--- src/rtl/adsr_env.sv ---
// ADSR envelope generator that advances once per sample strobe and scales each
// incoming sample by the pre-update envelope, presenting the result one cycle later.
module adsr_env #(
  parameter int unsigned WIDTH    = 16,
  parameter int unsigned ENV_BITS = 16
) (
  input  logic                       clk,
  input  logic                       reset,
  input  logic                       gate,
  input  logic [ENV_BITS-1:0]        attack_step,
  input  logic [ENV_BITS-1:0]        decay_step,
  input  logic [ENV_BITS-1:0]        sustain_level,
  input  logic [ENV_BITS-1:0]        release_step,
  input  logic signed [WIDTH-1:0]    sample_in,
  input  logic                       in_ready,
  output logic signed [WIDTH-1:0]    sample_out,
  output logic                       out_valid,
  output logic [ENV_BITS-1:0]        env_level,
  output logic [2:0]                 env_state,
  output logic                       active
);

  typedef enum logic [2:0] {
    StIdle    = 3'd0,
    StAttack  = 3'd1,
    StDecay   = 3'd2,
    StSustain = 3'd3,
    StRelease = 3'd4
  } state_e;

  localparam int unsigned ProdW = WIDTH + ENV_BITS + 1;
  localparam logic [ENV_BITS-1:0] EnvMax = '1;

  state_e                    state_q, state_d;
  logic [ENV_BITS-1:0]       env_q, env_d;
  logic                      gate_q;
  logic signed [WIDTH-1:0]   sample_q;
  logic                      valid_q;

  logic [ENV_BITS:0]         att_sum;
  logic [ENV_BITS-1:0]       att_next;
  logic signed [ENV_BITS:0]  dec_diff;
  logic signed [ENV_BITS:0]  rel_diff;
  logic [ENV_BITS-1:0]       rel_next;
  logic signed [ProdW-1:0]   mul_a, mul_b, product;
  logic                      unused_product;

  // One bit of headroom on each side so saturation and the sustain compare are exact.
  assign att_sum  = {1'b0, env_q} + {1'b0, attack_step};
  assign att_next = att_sum[ENV_BITS] ? EnvMax : att_sum[ENV_BITS-1:0];
  assign dec_diff = $signed({1'b0, env_q}) - $signed({1'b0, decay_step});
  assign rel_diff = $signed({1'b0, env_q}) - $signed({1'b0, release_step});
  assign rel_next = rel_diff[ENV_BITS] ? '0 : rel_diff[ENV_BITS-1:0];

  assign mul_a   = {{(ENV_BITS + 1){sample_in[WIDTH-1]}}, sample_in};
  assign mul_b   = {{WIDTH{1'b0}}, 1'b0, env_q};
  assign product = mul_a * mul_b;
  assign unused_product = ^{product[ProdW-1], product[ENV_BITS-1:0]};

  always_comb begin
    state_d = state_q;
    env_d   = env_q;
    if (in_ready) begin
      // A phase change only moves the state; the level keeps its value this tick.
      if (!gate && (state_q inside {StAttack, StDecay, StSustain})) begin
        state_d = StRelease;
      end else if (gate && !gate_q) begin
        state_d = StAttack;
      end else begin
        case (state_q)
          StIdle: env_d = '0;
          StAttack: begin
            env_d = att_next;
            if (att_next == EnvMax) state_d = StDecay;
          end
          StDecay: begin
            if (dec_diff <= $signed({1'b0, sustain_level})) begin
              env_d   = sustain_level;
              state_d = StSustain;
            end else begin
              env_d = dec_diff[ENV_BITS-1:0];
            end
          end
          StSustain: env_d = sustain_level;
          StRelease: begin
            env_d = rel_next;
            if (rel_next == '0) state_d = StIdle;
          end
          default: begin
            state_d = StIdle;
            env_d   = '0;
          end
        endcase
      end
    end
  end

  always_ff @(posedge clk or negedge reset) begin
    if (!reset) begin
      state_q  <= StIdle;
      env_q    <= '0;
      gate_q   <= 1'b0;
      sample_q <= '0;
      valid_q  <= 1'b0;
    end else begin
      state_q <= state_d;
      env_q   <= env_d;
      valid_q <= in_ready;
      if (in_ready) begin
        gate_q   <= gate;
        sample_q <= product[WIDTH+ENV_BITS-1:ENV_BITS];
      end
    end
  end

  assign sample_out = sample_q;
  assign out_valid  = valid_q;
  assign env_level  = env_q;
  assign env_state  = state_q;
  assign active     = (state_q != StIdle);

endmodule

--- config.mk ---
export PLATFORM = sky130hd
export DESIGN_NAME = adsr_env
export DESIGN_NICKNAME = d
export VERILOG_FILES = /design/src/rtl/adsr_env.sv
export SDC_FILE = /design/constraint.sdc
export NUM_CORES = 1
export LEC_CHECK = 0
export CAP_MARGIN = 20
export CORE_ASPECT_RATIO = 0.75
export CORE_UTILIZATION = 55
export DETAILED_ROUTE_END_ITERATION = 8
export GPL_TIMING_DRIVEN = 0
export PLACE_DENSITY = 0.77
export SLEW_MARGIN = 30
export SYNTH_ARGS = -nofsm -noshare
export SYNTH_HDL_FRONTEND = slang
export SYNTH_SLANG_ARGS = --single-unit
--- constraint.sdc ---
create_clock -name clk -period 13.7 [get_ports clk]
set_input_delay 2.74 -clock clk [delete_from_list [all_inputs] [get_ports clk]]
set_output_delay 2.74 -clock clk [all_outputs]
set_load 0.02 [all_outputs]
==> metrics.md, run 1 <==
| Metric | Value |
|---|---|
| Status | finished, final reports clean |
| Cell taking the most area after synthesis | fa_1 |
| All-Layer GR Usage | 0.322 |
| Ys flop type | dfrtp_1 |
| Wire length per cell | 19.4 um |
| CTS max path bufs | 2 |
| Antenna cell count | 0 |
| Achievable Freq | 102 MHz |
| Drc violations | 0 |
| Die Y | 136 um |
| DR vias/cell | 5.82 |
| Layout cells sized above 1 | 0.0320 |
| Synth Register Bits | 37 |
| PortBufs | 120 |
| CP Max Fanout | 10 |
| Largest net degree at the start of global routing | 27 |
| IO Count | 121 |
| Total grt overflow | 0 |
| Slew HR | 0.451 |
| GPL Wtd Cong | 1.00 |
| Vias post-DR | 11400 |
| Clock Sinks | 37 |
| Syn avg cell area | 8.63 um2 |
| DR iter-0 viols | 1023 |
| Synth top area cells | fa_1, ha_1, inv_1, dfrtp_1, and2_1 |
| Sequential element share of the synthesized area | 0.0702 |
| Post-synth EDFFs | 0 |
| Vias in the first global route | 11500 |
| Cts hold-fix bufs | 0 |
| Fin. Hold Viols | 0 |
| Max Cap Viol | 0 |
| Total CTS buffers | 5 |
| Row count | 48 |
| Setup Fix Bufs, Post-CTS | 0 |
| Core Footprint | 23300 um2 |
| Fillers | 2003 |
| Initial antenna violation count | 1 |
| Setup_tns | 0 ns |
| CTS tree | built |
| Layout Nets | 2115 |
| HPWL Detailed | 31200 um |
| CTS root buf | clkbuf_16 |
| Synthesized Nets | 1987 |
| Critical path type | in2reg |
| Worst Hold Class | reg2reg |
| Final worst path period share | 0.715 |
| Clock latency on the worst-skew pair | 0.30 ns |
| Endpoints failing setup | 0 |
| DRT antenna net count | 0 |
| Die Wd | 181 um |
| RSZ-0062 raised after global routing | false |
| Top cell types by occurrence after synthesis | inv_1, fa_1, ha_1 |
| Worst Path Arrival | 9.98 ns |
| Clock Skews | 0.00351 ns |
| Critical path launch point type | input pin |
| Synth warn | 0 |
| Cells after Synth | 1529 |
| Global-route wire length before repair | 60700 um |
| DR pass1 iterations | 5 |
| Slew Limit Fails | 0 |
| Post-Route WL | 38000 um |
| Yosys top cell area share | 0.297 |
| Clock period minus worst slack | 9.79 ns |
| Clock slew at reported path FFs | 0.06 ns |
| Critical Path RT | 13.89 ns |
| Top-count cell post-synth | inv_1 |
| Cell Area, Synth | 13200 um2 |
| Fraction of registers with async set/reset | 1.00 |
| CTS resizes | 0 |
| H-tree level count | 2 |
| CP Capture Type | register |
| Area grow syn2layout | 13.2% |
| Worst-Margin Slew | 0.823 ns |
| Total die area | 24600 um2 |
| Starting density of the core | 0.566 |
| Cell variety after synth | 77 |
==> cells by family (layout without fill, tap and decap cells) <==
family,count (synthesis),count (layout),share of synthesized area
and+or+nand+nor,436,436,0.167
muxes,33,33,0.0264
AOI/OAI and AO/OA,256,256,0.135
adders and majority gates,374,374,0.466
xor gates and xnor gates,49,49,0.0325
buffers and inverters,344,472,0.103
DFF,37,37,0.0702
==> registers in the layout, indices dropped and copies added (netlist names) <==
| name | count |
|---|---|
| sample_out | 16 |
| env_state | 3 |
| out_valid | 1 |
| env_level | 16 |
| gate_q | 1 |
==> area by class of cell <==
| type | instances | area, um2 | share of cell area |
|---|---|---|---|
| sequential | 37 | 926 | 0.0620 |
| multi-input combinational | 1148 | 10900 | 0.730 |
| inverter | 294 | 1100 | 0.0739 |
| clock buffer | 6 | 139 | 0.00930 |
| buffer | 50 | 260 | 0.0174 |
| tap | 300 | 375 | 0.0251 |
| clock inverter | 1 | 7.51 | 0.000503 |
| timing repair buffer | 121 | 1220 | 0.0814 |
==> layer usage <==
metal / wire length, um / vias up / global-route usage
met1: 16800 / 5520 / 0.452
met4: 792 / 0 / 0.0689
met3: 4020 / 70 / 0.0771
met5: 0 / - / 0
li1: - / 5222 / -
met2: 16400 / 583 / 0.504
==> placed cells by master (no fill, tap or decap), types with 11 or more instances in the layout <==
master	netlist	routed
clkdlybuf4s50_1	0	119
dfrtp_1	37	37
clkbuf_1	37	37
o21ai_0	35	35
nor3_1	18	18
nor2b_1	12	12
o21a_1	11	11
nand3_1	15	15
o211ai_1	13	13
inv_1	294	294
nor2_1	56	56
and2_1	117	117
o21ai_1	22	22
a22oi_1	14	14
mux2i_1	19	19
ha_1	178	178
nand2_1	161	161
fa_1	196	196
mux2_2	14	14
xnor2_1	30	30
nand2b_1	11	11
a21oi_1	57	57
a21o_1	22	22
xor2_1	19	19
==> worst max-delay path: stages <==
cell	delay, ns
clkdlybuf4s50_1	0.82
clkbuf_1	0.51
nand2_1	0.14
fa_1	0.51
inv_1	0.05
fa_1	0.50
inv_1	0.06
fa_1	0.54
inv_1	0.05
fa_1	0.41
fa_1	0.52
inv_1	0.05
fa_1	0.47
inv_1	0.04
ha_1	0.31
o21a_1	0.12
o21ai_0	0.09
a21o_1	0.23
a21oi_1	0.45
o211ai_1	0.27
o211ai_1	0.39
a31oi_1	0.24
xnor2_1	0.18
mux2_2	0.27
==> through the flow <==
step / setup slack (ns) / cell area [um2] / std cells / util / hold WS (ns)
6_report: 3.91 / 14900 / 1957 / 0.641 / 0.505
5_1_grt: 3.60 / 14900 / 1957 / 0.641 / 0.527
4_1_cts: 3.94 / 14900 / 1957 / 0.641 / 0.508
3_5_place_dp: 3.62 / 14800 / 1950 / 0.635 / 0.493
3_3_place_gp: 3.71 / 14800 / 1949 / 0.634 / 0.487
2_1_floorplan: 5.46 / 13200 / 1529 / - / 0.520
==> final timing paths <==
path                       cells past startpoint     startpoint  slack (ns)             end
setup reg to reg                              21  env_level[10]        6.06  sample_out[14]
setup / recovery                              24   sample_in[9]        3.91  sample_out[14]
max in group asynchronous                      2          reset       10.91    env_level[0]
hold reg to reg                                1  sample_out[4]        0.50   sample_out[4]
hold / removal                                 1  sample_out[4]        0.50   sample_out[4]
min in group asynchronous                      1          reset        2.33   sample_out[8]
Power of run 1 is left out: the tool's default activity adds up to more than one toggle a clock period on the data nets, which glitch-free logic cannot reach.
==> inputs of run 2 (changes only) <==
==> constraint.sdc (replaced) <==
create_clock -name clk -period 9.5 [get_ports clk]
set_input_delay 1.9 -clock clk [delete_from_list [all_inputs] [get_ports clk]]
set_output_delay 1.9 -clock clk [all_outputs]
set_load 0.02 [all_outputs]
==> results of run 2 <==
Same layout as run 1 (identical final DEF). Status: finished, final reports clean.
Main changes from that run: setup slack after placement 3.62 ns -> 0.260 ns; setup slack after layout 3.91 ns -> 0.549 ns; register-to-register setup slack 6.06 ns -> 1.86 ns
Power of run 2 is left out for the same reason.
==> inputs of run 3 (changes only) <==
--- a/config.mk
+++ b/config.mk
@@ -7,6 +7,7 @@
 export LEC_CHECK = 0
 export CAP_MARGIN = 20
 export CORE_ASPECT_RATIO = 0.75
+export CORE_MARGIN = 1.5
 export CORE_UTILIZATION = 55
 export DETAILED_ROUTE_END_ITERATION = 8
 export GPL_TIMING_DRIVEN = 0
==> run 3 against run 2 <==
  * Critical path depth unchanged
  * Non-clock buffer count unchanged
  * Clock skew up 0.0040 ns
  * Core utilization up 0.065 points
  * Maximum frequency up 0.46%
  * Global-route usage down 0.22 points
  * Critical endpoint unchanged
==> metrics.md, run 3 (synthesized netlist as in run 1, its figures left out) <==
| Metric | Value |
|---|---|
| Status | finished, final reports clean |
| Area grow syn2layout | 13.3% |
| RSZ-0062 raised after global routing | false |
| Worst hold endpoint | sample_out[3] |
| Reg2Reg Capture Point | sample_out[14] |
| Layout Nets | 2115 (unchanged) |
| Endpoints failing setup | 0 (unchanged) |
| Clock period minus worst slack | 8.91 ns |
| Critical path type | in2reg |
| Hold wc startpoint | sample_out[3] |
| Fin. Hold Viols | 0 (unchanged) |
| CTS resizes | 0 (unchanged) |
| Total CTS buffers | 5 (unchanged) |
| Largest net degree at the start of global routing | 26 (-3.7%) |
| Critical Path RT | 9.69 ns |
| Worst Path Arrival | 9.10 ns |
| Dpl cell area | 14800 um2 (unchanged) |
| Wire length per cell | 19.4 um (-0.18%) |
| Slew HR | 0.427 (-0.0245) |
| Clock slew at reported path FFs | 0.06 ns (about the same) |
| Row count | 48 (unchanged) |
| PortBufs | 120 (unchanged) |
| Design Area, Final | 14900 um2 (+0.10%) |
| Max Cap Viol | 0 (unchanged) |
| Initial antenna violation count | 0 (-1) |
| Setup ws final | 0.590 ns |
| Final worst path period share | 0.938 |
| H-tree level count | 2 (unchanged) |
| Drc violations | 0 (unchanged) |
| Cts hold-fix bufs | 0 (unchanged) |
| Area of the multi-input gates | 10900 um2 (unchanged) |
| Vias post-DR | 11400 (+0.46%) |
| DR iter-0 viols | 838 (-18%) |
| Dpl ws | 0.309 ns |
| Flop-to-flop setup slack | 1.89 ns |
| CTS tree | built |
| Total grt overflow | 0 (unchanged) |
| Clock Skews | 0.00753 ns (+0.00402 ns) |
| Setup_tns | 0 ns (unchanged) |
| Vias in the first global route | 11800 (+2.3%) |
| DR pass1 iterations | 6 (+1) |
| Slew Limit Fails | 0 (unchanged) |
| Worst Hold Class | reg2reg |
| DRT antenna net count | 0 (unchanged) |
| Origin of the critical flop-to-flop path | env_level[10] |
| All-Layer GR Usage | 0.320 (-0.00222) |
| GPL Wtd Cong | 1.02 (+2.1%) |
| Commonest non-fill, non-tap cell in the layout | inv_1 |
| Global-route wire length before repair | 61300 um (+1.0%) |
| Worst-Margin Slew | 0.838 ns (+0.0151 ns) |
| CTS root buf | clkbuf_16 |
| Critical path launch point type | input pin |
| HPWL Detailed | 31100 um (-0.40%) |
| CP Capture Type | register |
| CP Max Fanout | 10 (unchanged) |
| Reg area | 926 um2 (unchanged) |
| Die Wd | 182 um (+0.55%) |
| Most frequent cells in the layout | inv_1, fa_1, ha_1 |
| Fillers | 1986 (-0.85%) |
| Core Footprint | 23300 um2 (unchanged) |
| Worst Reg-to-Reg Cells | 21 (unchanged) |
| Clock Sinks | 37 (unchanged) |
| Layout cells sized above 1 | 0.0326 (+0.000584) |
| IO Count | 121 (unchanged) |
| Die Y | 137 um (+0.73%) |
| Clock latency on the worst-skew pair | 0.30 ns (about the same) |
| CTS max path bufs | 2 (unchanged) |
| Starting density of the core | 0.566 (unchanged) |
| DR vias/cell | 5.85 (+0.41%) |
| Antenna cell count | 0 (unchanged) |
| WHS Path Cells | 1 (unchanged) |
| Achievable Freq | 112 MHz |
| Post-Route WL | 37900 um (-0.13%) |
| Setup Fix Bufs, Post-CTS | 0 (unchanged) |
| Total die area | 24900 um2 (+1.3%) |
run 3: changes by cell type in the layout (fill, tap and decap cells not counted):
cell,before,now
clkbuf_8,2,3
inv_6,0,1
clkinvlp_4,1,0
run 3: routing by layer:
layer  part of all wire  GRT usage  vias up
met3               0.11     0.0883       76
met5                  0          0        -
li1                   -          -     5233
met1               0.44      0.445     5547
met4              0.027     0.0886        0
met2               0.42      0.491      591
run 3: final cells by class:
cell class | count | area share
Clock inverter | 1 | 0.000586
Timing Repair Buffer | 121 | 0.0814
Inverter | 294 | 0.0738
Multi-Input combinational cell | 1148 | 0.730
Buffer | 50 | 0.0174
Clock buffer | 7 | 0.0102
Sequential cell | 37 | 0.0619
Tap cell | 300 | 0.0251
run 3: metrics by stage:
stage,util,hold slack (ns),std cells
floorplan,-,0.520,1529
global placement,0.634,0.487,1949
detailed placement,0.635,0.499,1950
CTS,0.642,0.512,1958
global route,0.642,0.521,1958
finish,0.642,0.510,1958
run 3: how the worst max path moves through the flow:
stage                  from              to  slack (ns)
3_3_place_gp   sample_in[2]  sample_out[14]        0.35
2_1_floorplan  sample_in[7]  sample_out[14]        2.10
4_1_cts        sample_in[2]  sample_out[14]        0.62
5_1_grt        sample_in[2]  sample_out[14]        0.25
3_5_place_dp   sample_in[2]  sample_out[14]        0.31
6_report       sample_in[8]  sample_out[14]        0.59
run 3: critical path, stage by stage:
cell,delay [ns]
clkdlybuf4s50_1,0.77
clkbuf_1,0.49
nand2_1,0.15
fa_1,0.53
inv_1,0.05
fa_1,0.49
inv_1,0.05
fa_1,0.53
inv_1,0.05
fa_1,0.47
fa_1,0.49
inv_1,0.05
fa_1,0.47
inv_1,0.04
ha_1,0.29
o21a_1,0.12
o21ai_0,0.10
a21o_1,0.23
a21oi_1,0.47
o211ai_1,0.28
o211ai_1,0.38
a31oi_1,0.23
xnor2_1,0.18
mux2_2,0.27
Power of run 3 is left out for the same reason.
